--- src/rtl/io_pkg.sv ---
// Types and default constants shared by the board input conditioning blocks.
package io_pkg;

    typedef enum logic [1:0] {
        IDLE        = 2'd0,
        DEB_PRESS   = 2'd1,
        HELD        = 2'd2,
        DEB_RELEASE = 2'd3
    } btn_state_t;

    localparam int unsigned DEBOUNCE_DEFAULT = 100000;
    localparam int unsigned SW_WIDTH_DEFAULT = 16;

endpackage

--- src/rtl/btn_debounce.sv ---
// One pushbutton channel: 2-flop synchroniser, press/release debounce FSM,
// registered one-cycle press pulse and a debounced level.
module btn_debounce
    import io_pkg::*;
#(
    parameter int unsigned DEBOUNCE_CYCLES = DEBOUNCE_DEFAULT
) (
    input  logic clk,
    input  logic reset,
    input  logic btn_raw,
    output logic pulse,
    output logic level
);

    localparam int unsigned CNT_WIDTH = $clog2(DEBOUNCE_CYCLES);
    localparam logic [CNT_WIDTH-1:0] CNT_MAX = CNT_WIDTH'(DEBOUNCE_CYCLES - 1);
    localparam logic [CNT_WIDTH-1:0] CNT_ONE = CNT_WIDTH'(1);

    logic                 s1;
    logic                 s2;
    btn_state_t           state;
    logic [CNT_WIDTH-1:0] cnt;

    always_ff @(posedge clk) begin
        if (reset) begin
            s1    <= 1'b0;
            s2    <= 1'b0;
            state <= IDLE;
            cnt   <= '0;
            pulse <= 1'b0;
        end else begin
            s1    <= btn_raw;
            s2    <= s1;
            pulse <= 1'b0;
            case (state)
                IDLE: begin
                    if (s2) begin
                        state <= DEB_PRESS;
                        cnt   <= CNT_ONE;
                    end
                end
                DEB_PRESS: begin
                    if (!s2) begin
                        state <= IDLE;
                        cnt   <= '0;
                    end else if (cnt == CNT_MAX) begin
                        state <= HELD;
                        cnt   <= '0;
                        pulse <= 1'b1;
                    end else begin
                        cnt <= cnt + CNT_ONE;
                    end
                end
                HELD: begin
                    if (!s2) begin
                        state <= DEB_RELEASE;
                        cnt   <= CNT_ONE;
                    end
                end
                DEB_RELEASE: begin
                    if (s2) begin
                        state <= HELD;
                        cnt   <= '0;
                    end else if (cnt == CNT_MAX) begin
                        state <= IDLE;
                        cnt   <= '0;
                    end else begin
                        cnt <= cnt + CNT_ONE;
                    end
                end
                default: begin
                    state <= IDLE;
                    cnt   <= '0;
                end
            endcase
        end
    end

    always_comb begin
        level = (state == HELD) || (state == DEB_RELEASE);
    end

endmodule

--- src/rtl/input_conditioner.sv ---
// Synchronises and debounces the board pushbuttons and slide switches ahead
// of the memory-mapped IO peripheral.
module input_conditioner
    import io_pkg::*;
#(
    parameter int unsigned DEBOUNCE_CYCLES = DEBOUNCE_DEFAULT,
    parameter int unsigned SW_WIDTH        = SW_WIDTH_DEFAULT
) (
    input  logic                clk,
    input  logic                reset,
    input  logic                btnL_raw,
    input  logic                btnR_raw,
    input  logic [SW_WIDTH-1:0] sw_raw,
    output logic                buttonL,
    output logic                buttonR,
    output logic                btnL_level,
    output logic                btnR_level,
    output logic [SW_WIDTH-1:0] switch
);

    localparam int unsigned CNT_WIDTH = $clog2(DEBOUNCE_CYCLES);
    localparam logic [CNT_WIDTH-1:0] CNT_MAX = CNT_WIDTH'(DEBOUNCE_CYCLES - 1);
    localparam logic [CNT_WIDTH-1:0] CNT_ONE = CNT_WIDTH'(1);

    btn_debounce #(.DEBOUNCE_CYCLES(DEBOUNCE_CYCLES)) u_btn_l (
        .clk     (clk),
        .reset   (reset),
        .btn_raw (btnL_raw),
        .pulse   (buttonL),
        .level   (btnL_level)
    );

    btn_debounce #(.DEBOUNCE_CYCLES(DEBOUNCE_CYCLES)) u_btn_r (
        .clk     (clk),
        .reset   (reset),
        .btn_raw (btnR_raw),
        .pulse   (buttonR),
        .level   (btnR_level)
    );

    logic [SW_WIDTH-1:0]  sw_s1;
    logic [SW_WIDTH-1:0]  sw_s2;
    logic [SW_WIDTH-1:0]  sw_cand;
    logic [CNT_WIDTH-1:0] sw_cnt;

    // One counter for the whole vector: any bit change restarts the window.
    always_ff @(posedge clk) begin
        if (reset) begin
            sw_s1   <= '0;
            sw_s2   <= '0;
            sw_cand <= '0;
            sw_cnt  <= '0;
            switch  <= '0;
        end else begin
            sw_s1 <= sw_raw;
            sw_s2 <= sw_s1;
            if (sw_s2 == switch) begin
                sw_cnt <= '0;
            end else if (sw_s2 == sw_cand) begin
                if (sw_cnt == CNT_MAX) begin
                    switch <= sw_cand;
                    sw_cnt <= '0;
                end else begin
                    sw_cnt <= sw_cnt + CNT_ONE;
                end
            end else begin
                sw_cand <= sw_s2;
                sw_cnt  <= CNT_ONE;
            end
        end
    end

endmodule

--- config.mk ---
export PLATFORM = sky130hd
export DESIGN_NAME = input_conditioner
export DESIGN_NICKNAME = d
export VERILOG_FILES = /design/src/rtl/io_pkg.sv /design/src/rtl/btn_debounce.sv /design/src/rtl/input_conditioner.sv
export SDC_FILE = /design/constraint.sdc
export NUM_CORES = 1
export LEC_CHECK = 0
export ABC_AREA = 1
export CORE_MARGIN = 3
export CORE_UTILIZATION = 35
export DETAILED_ROUTE_END_ITERATION = 10
export GPL_TIMING_DRIVEN = 0
export PLACE_DENSITY = 0.51
export REMOVE_ABC_BUFFERS = 1
export SLEW_MARGIN = 20
export SYNTH_ARGS = -nofsm -noshare
export SYNTH_HDL_FRONTEND = slang
export SYNTH_HIERARCHICAL = 1
export SYNTH_SLANG_ARGS = --single-unit
--- constraint.sdc ---
create_clock -name clk -period 2 [get_ports clk]
set_clock_uncertainty 0.1 [all_clocks]
set_input_delay 0.6 -clock clk [delete_from_list [all_inputs] [get_ports clk]]
set_output_delay 0.6 -clock clk [all_outputs]
set_load 0.1 [all_outputs]
== After elaboration in Yosys (flattened, before gate mapping) ==
Index checks and enable logic that the tools add are counted.

* Add/sub/neg operators: 3
* Bitwise logic cells: 6
* $lt $le $gt $ge: 0
* Equal/unequal tests: 19
* Shift operators: 0
* Divide/modulo/power cells: 0
* Multiplexer cells: 30
* Reductions and logical operators: 14
* Multipliers: 0

{| class="wikitable"
|+ Operators by type and width
! operator !! count
|-
| 17-bit two-way mux || 10
|-
| 17-bit one-hot mux with 4 select lines || 2
|-
| 17-bit by 1-bit adder with 17-bit output, second input constant || 3
|-
| 17-bit equality test, second input constant || 3
|-
| 16-bit equality test || 2
|-
| 2-bit two-way mux || 12
|-
| 2-bit one-hot mux with 4 select lines || 2
|-
| 2-bit equality test, second input constant || 4
|-
| 4-bit AND reduction || 2
|-
| 3-bit by 1-bit inequality test with 1-bit output, second input constant || 2
|-
| 3-bit inequality test, second input constant || 2
|-
| 1-bit inverter || 6
|-
| 2-bit AND reduction || 3
|-
| 3-bit OR reduction || 2
|-
| 2-bit by 1-bit equality test with 1-bit output, second input constant || 2
|-
| 2-bit logical NOT || 2
|-
| 1-bit two-way mux || 4
|-
| 2-bit by 1-bit inequality test with 1-bit output, second input constant || 2
|-
| 2-bit inequality test, second input constant || 2
|-
| 4-bit OR reduction || 1
|-
| 3-bit AND reduction || 1
|-
| 1-bit logical OR || 2
|-
| 2-bit OR reduction || 1
|}

* Memories: 0
* Register bits after elaboration: 125
* Word-level logic and storage cells: 88
* Output and inout bits: 20
* Memory bits (read-only): 0
* Latch bits: 0
* Bits in writable memories: 0

== Longest topological paths before layout ==
* Word-level depth: 4
* Gate-level depth with buffers: 13
* Depth with buffers taken out: 12

== Hierarchy ==
Netlist, hierarchy kept.

{| class="wikitable"
|+ Modules (own cells, without submodules)
! module !! times used !! sequential area each (um^2) !! cells an instance !! area an instance (um^2)
|-
| input_conditioner || 1 || 1621.6 || 566 || 3786.1
|-
| btn_debounce || 2 || 440.4 || 201 || 1343.8
|}

== Worst setup path after synthesis ==
Ideal clock, no wire load.

* Path type: register -> register
* From: register switch[10]
* To: register sw_cand[5]
* Buffers on the path: 1
* Path slack: -0.200 ns
* Data required time: 1.784 ns
* Data arrival time: 1.984 ns
* Setup time: 0.116 ns
* Stages on the path, launching flop included: 13
* Cell sequence: dfxtp_1 > inv_1 > nand2_1 > nand2_1 > nor2_1 > nand2_1 > nor2_2 > nand2_4 > nand2_4 > inv_2 > buf_6 > nor2_1 > nor2_1

* Word-level cells in the longest chain between the ends: 3

{| class="wikitable"
|+ RTL lines
! element !! line !! RTL
|-
| start: declaration || input_conditioner.sv:18 || <nowiki>output logic [SW_WIDTH-1:0] switch</nowiki>
|-
| start signal: assignment || input_conditioner.sv:61 || <nowiki>switch <= sw_cand;</nowiki>
|-
| 16-bit equality test || input_conditioner.sv:57 || <nowiki>if (sw_s2 == switch) begin</nowiki>
|-
| 1-bit inverter (no line) || - ||
|-
| 2-bit AND reduction (no line) || - ||
|-
| end signal: assignment || input_conditioner.sv:67 || <nowiki>sw_cand <= sw_s2;</nowiki>
|-
| end: declaration || input_conditioner.sv:43 || <nowiki>logic [SW_WIDTH-1:0] sw_cand;</nowiki>
|}

No other way between the ends.
A chain may end at the register's enable or synchronous reset.

== Worst setup path after layout ==
* From: register u_btn_l.pulse
* To: output port buttonL

{| class="wikitable"
|+ RTL lines
! element !! line !! RTL
|-
| start: declaration || btn_debounce.sv:11 || <nowiki>output logic pulse,</nowiki>
|-
| start signal: assignment || btn_debounce.sv:30 || <nowiki>pulse <= 1'b0;</nowiki>
|-
| start signal: assignment || btn_debounce.sv:34 || <nowiki>pulse <= 1'b0;</nowiki>
|-
| start signal: assignment || btn_debounce.sv:49 || <nowiki>pulse <= 1'b1;</nowiki>
|-
| end: declaration || input_conditioner.sv:14 || <nowiki>output logic buttonL,</nowiki>
|}

No word-level cell between the ends.

==> impl_results.html <==
<table>
<tr><th>Metric</th><th>Value</th></tr>
<tr><th colspan="2">Outcome</th></tr>
<tr><td>Result of the run</td><td>finished clean</td></tr>
<tr><th colspan="2">Route</th></tr>
<tr><td>Via density per instance</td><td>4.47</td></tr>
<tr><td>DR vias</td><td>5,635</td></tr>
<tr><td>Remaining antenna violation count after routing</td><td>0</td></tr>
<tr><td>Residual DRC</td><td>0</td></tr>
<tr><td>WL per Instance</td><td>11.5 um</td></tr>
<tr><td>Number of design-rule violations left by the first detailed-router iteration</td><td>252</td></tr>
<tr><td>Total detailed-routing wirelength</td><td>14,500 um</td></tr>
<tr><td>First-pass iteration count of the detailed router</td><td>5</td></tr>
<tr><th colspan="2">Timing</th></tr>
<tr><td>Rel. slew slack</td><td>0.516</td></tr>
<tr><td>Worst Slack Setup Final</td><td>0.0398 ns</td></tr>
<tr><td>Least-Margin Pin Slew</td><td>0.726 ns</td></tr>
<tr><td>RSZ-0062 raised after global routing</td><td>no</td></tr>
<tr><td>Worst Hold Slack</td><td>0.299 ns</td></tr>
<tr><td>Minimum clock period</td><td>1.96 ns</td></tr>
<tr><td>Final TNS setup</td><td>0 ns</td></tr>
<tr><td>Number of failing hold endpoints at the final stage</td><td>0</td></tr>
<tr><td>Count of final max-slew check failures</td><td>0</td></tr>
<tr><td>Final setup violation count</td><td>0</td></tr>
<tr><td>Portion of the clock cycle consumed by the worst path in the final layout</td><td>0.980</td></tr>
<tr><td>Achievable clock frequency</td><td>510 MHz</td></tr>
<tr><th colspan="2">Worst setup path</th></tr>
<tr><td>Slowest Stage Delay on Critical Path</td><td>0.53 ns</td></tr>
<tr><td>Worst Path Max Fanout</td><td>1</td></tr>
<tr><td>Reg-to-Reg Start</td><td>sw_cnt[0]$_SDFF_PP0_</td></tr>
<tr><td>Capture instance of the worst register-to-register path</td><td>switch[5]$_SDFFE_PP0P_</td></tr>
<tr><td>Master of the slowest instance on the critical path</td><td>clkdlybuf4s18_2</td></tr>
<tr><td>Last element of the critical path</td><td>buttonL</td></tr>
<tr><td>Crit path depth</td><td>1</td></tr>
<tr><td>Worst setup startpoint</td><td>u_btn_l/pulse$_SDFF_PP0_</td></tr>
<tr><td>Type of origin of the critical path</td><td>flip-flop</td></tr>
<tr><td>Critical path data arrival time</td><td>1.26 ns</td></tr>
<tr><td>Worst reg2reg setup slack</td><td>0.21 ns</td></tr>
<tr><td>Crit path cell chain</td><td>clkdlybuf4s18_2</td></tr>
<tr><td>Critical Path Sink Type</td><td>primary output</td></tr>
<tr><td>Depth of the worst register-to-register path</td><td>10</td></tr>
<tr><td>Buf/Inv on CP</td><td>1</td></tr>
<tr><td>WS Path Type</td><td>reg2out</td></tr>
<tr><td>Kind of cell adding the most delay to the critical path</td><td>buffers and inverters</td></tr>
<tr><td>Endpoint required time on the critical path</td><td>1.30 ns</td></tr>
<tr><th colspan="2">CTS</th></tr>
<tr><td>Clock H-tree levels</td><td>4</td></tr>
<tr><td>Clock tree from TritonCTS</td><td>yes</td></tr>
<tr><td>CTS sink count</td><td>125</td></tr>
<tr><td>Number of CTS-inserted buffers</td><td>17</td></tr>
<tr><td>CTS root buf</td><td>clkbuf_16</td></tr>
<tr><td>Maximum number of buffers from clock root to sink</td><td>2</td></tr>
<tr><td>Clock input transition at the sequential cells of the worst setup and hold paths</td><td>0.05 ns</td></tr>
<tr><td>Cts hold-fix bufs</td><td>0</td></tr>
<tr><td>Clock Latency Late Sink</td><td>0.42 ns</td></tr>
<tr><th colspan="2">Final layout</th></tr>
<tr><td>Most frequent cells in the layout</td><td>244 x nand2_1, 200 x nor2_1, 144 x inv_1</td></tr>
<tr><td>Ratio of cells with drive above 1 in the final layout</td><td>0.141</td></tr>
<tr><td>Summed area of non-filler cells in the final layout</td><td>0.00766 mm2</td></tr>
<tr><td>Most common cell after layout, fill and taps aside</td><td>nand2_1</td></tr>
<tr><td>Diode insertion count for antenna repair</td><td>0</td></tr>
<tr><td>Synth-to-Final Area Change</td><td>18.3%</td></tr>
<tr><td>Nets</td><td>1,041</td></tr>
<tr><th colspan="2">Floorplanning</th></tr>
<tr><td>Y dimension of the die</td><td>142 um</td></tr>
<tr><td>Overall die area</td><td>0.0202 mm2</td></tr>
<tr><td>Initial Utilization</td><td>0.358</td></tr>
<tr><td>Number of standard-cell rows in the floorplan</td><td>49</td></tr>
<tr><td>Std-Cell Core Area</td><td>0.0181 mm2</td></tr>
<tr><td>Die X</td><td>142 um</td></tr>
<tr><td>IO Pins</td><td>40</td></tr>
<tr><th colspan="2">Power</th></tr>
<tr><td>Int Pwr</td><td>0.00470 W</td></tr>
<tr><td>Largest voltage drop on the vdd net</td><td>0.623 mV</td></tr>
<tr><td>Total power density per cell area</td><td>828 mW/mm2</td></tr>
<tr><td>Sequential group share of total power</td><td>0.420</td></tr>
<tr><td>Switching pwr</td><td>0.00164 W</td></tr>
<tr><td>Net Sw Frac</td><td>0.258</td></tr>
<tr><td>Static power due to leakage</td><td>3.19 nW</td></tr>
<tr><td>Comb power frac</td><td>0.109</td></tr>
<tr><td>Proportion of power drawn by the clock network</td><td>0.471</td></tr>
<tr><th colspan="2">Placement</th></tr>
<tr><td>Port buffer count</td><td>39</td></tr>
<tr><td>Detailed Place HPWL</td><td>9540 um</td></tr>
<tr><td>Placement-stage worst setup slack</td><td>-0.784 ns</td></tr>
<tr><td>RePlAce Congestion</td><td>0.793</td></tr>
<tr><td>Post-placement cell area</td><td>0.00699 mm2</td></tr>
<tr><th colspan="2">Flow run</th></tr>
<tr><td>Total of max-cap violations</td><td>0</td></tr>
<tr><th colspan="2">Hold path</th></tr>
<tr><td>Class of the tightest hold or removal check</td><td>reg2reg</td></tr>
<tr><td>Worst hold path startpoint</td><td>sw_s1[3]$_SDFF_PP0_</td></tr>
<tr><td>Worst Hold Depth</td><td>2</td></tr>
<tr><th colspan="2">Yosys</th></tr>
<tr><td>Syn_area_per_cell</td><td>6.69 um2</td></tr>
<tr><td>Yosys cell types</td><td>36</td></tr>
<tr><td>Share of the synthesized area in the top cell type</td><td>0.387</td></tr>
<tr><td>Synth top area cells</td><td>dfxtp_1 39%, nand2_1 14%, nor2_1 12%</td></tr>
<tr><td>Register area share after synthesis</td><td>0.387</td></tr>
<tr><td>Yosys Warn Count</td><td>6</td></tr>
<tr><td>Synth Instances</td><td>968</td></tr>
<tr><td>Async SR Flop Fraction</td><td>0</td></tr>
<tr><td>Post-synthesis sequential element count</td><td>125</td></tr>
<tr><td>Top flip-flop cell by instance count after synthesis</td><td>dfxtp_1</td></tr>
<tr><td>Cell type with the largest total area after synthesis</td><td>dfxtp_1</td></tr>
<tr><td>Netlist Area Pre-Place</td><td>0.00647 mm2</td></tr>
<tr><td>Number of synthesized flops with an enable pin</td><td>0</td></tr>
<tr><th colspan="2">Global route</th></tr>
<tr><td>Number of antenna violations at the first check in global routing</td><td>0</td></tr>
<tr><td>Global route overflow</td><td>0</td></tr>
<tr><td>Maximum number of pins on one net before global-route repair</td><td>59</td></tr>
<tr><td>Number of global-route vias before repair</td><td>5,141</td></tr>
<tr><td>First-pass GRT wire length</td><td>24,700 um</td></tr>
<tr><td>Combined global-route utilization of all metal layers</td><td>0.152</td></tr>
</table>
-- per-layer routing --
metal / GRT usage / vias up / share of wire
met5: 0 / - / 0
met2: 0.243 / 79 / 0.46
met4: 0.0480 / 0 / 0.013
met1: 0.199 / 2487 / 0.49
li1: - / 3052 / -
met3: 0.0427 / 17 / 0.036
-- flip-flops by register name, indices dropped and copies added (netlist names), named ones only --
signal and cells:
u_btn_r/s2 1, u_btn_l/pulse 1, sw_s1 16, switch 16, sw_cnt 17, u_btn_r/state 1
u_btn_l/s2 1, u_btn_l/cnt 17, u_btn_r/pulse 1, sw_cand 16, u_btn_l/state 1, u_btn_r/s1 1
u_btn_r/cnt 17, sw_s2 16, u_btn_l/s1 1
-- repair_timing --
action	4_1_cts	5_1_grt
pin swaps	1	4
gates resized for setup	107	11
cloned	1	0
buffers inserted	4	11
setup endpoints to repair	52	51
-- metrics by stage --
step           total power, W   util  std cells
2_1_floorplan         0.00317      -        944
3_3_place_gp          0.00338  0.386       1212
3_5_place_dp          0.00337  0.386       1212
4_1_cts               0.00641  0.415       1249
5_1_grt               0.00665  0.423       1260
6_report              0.00634  0.423       1260
-- worst min-delay path by stage --
stage | endpoint | slack [ns]
CTS | sw_s2[13]$_SDFF_PP0_ | 0.30
detailed placement | sw_s2[13]$_SDFF_PP0_ | 0.29
floorplan | sw_s2[0]$_SDFF_PP0_ | 0.29
global route | sw_s2[13]$_SDFF_PP0_ | 0.32
finish | sw_s2[3]$_SDFF_PP0_ | 0.30
global placement | u_btn_r/s2$_SDFF_PP0_ | 0.29
-- cell type report --
type                       instances  area (um2)
fill                            1915       10400
clock inverter                     8        90.1
tap                              229         287
timing repair inverter             1        7.51
timing repair buffer              54         450
sequential                       125        2500
inverter                         161         611
multi-input combinational        658        3230
clock buffer                      24         472
-- kinds of logic (layout without fill, tap and decap cells) --
family          count (synthesis)  after routing  synth area share
buf+inv                       185            248             0.118
compound gates                 72             72            0.0756
flops                         125            125             0.387
xor+xnor                       26             26            0.0352
simple gates                  557            557             0.379
fa+ha+maj                       3              3           0.00580
-- worst register-to-register path: stages (launching register included) --
cell and delay, ns:
dfxtp_1 0.36, ha_1 0.22, nand3_2 0.13, inv_1 0.10
nand3_1 0.12, nor2_4 0.14, nand3_2 0.10, nor2_4 0.13
buf_4 0.17, nor2_1 0.05, nor2_1 0.09
-- synthesized netlist by cell type, types with 3 or more instances --
cell type,number
nand2_1,244
nor2_1,200
inv_1,145
dfxtp_1,125
nand3_1,34
nand4_1,29
o21ai_0,25
xor2_1,18
a21oi_1,14
inv_2,14
a21oi_2,13
clkbuf_1,10
o21ai_2,10
nor2_4,9
nor3_1,9
nor2_2,8
xnor2_1,8
nand2_2,7
buf_6,6
buf_2,5
nand2_4,4
nand3_4,4
ha_1,3
nand3_2,3
-- power groups by stage --
stage / Clock [W] / Sequential (W) / Combinational [W]
after detailed placement: 0 / 0.00272 / 0.000658
after CTS: 0.00309 / 0.00266 / 0.000665
after floorplan: 0 / 0.00274 / 0.000430
after global placement: 0 / 0.00272 / 0.000661
final: 0.00299 / 0.00266 / 0.000689
after global routing: 0.00319 / 0.00268 / 0.000782
(Power assumes the default switching activity.)
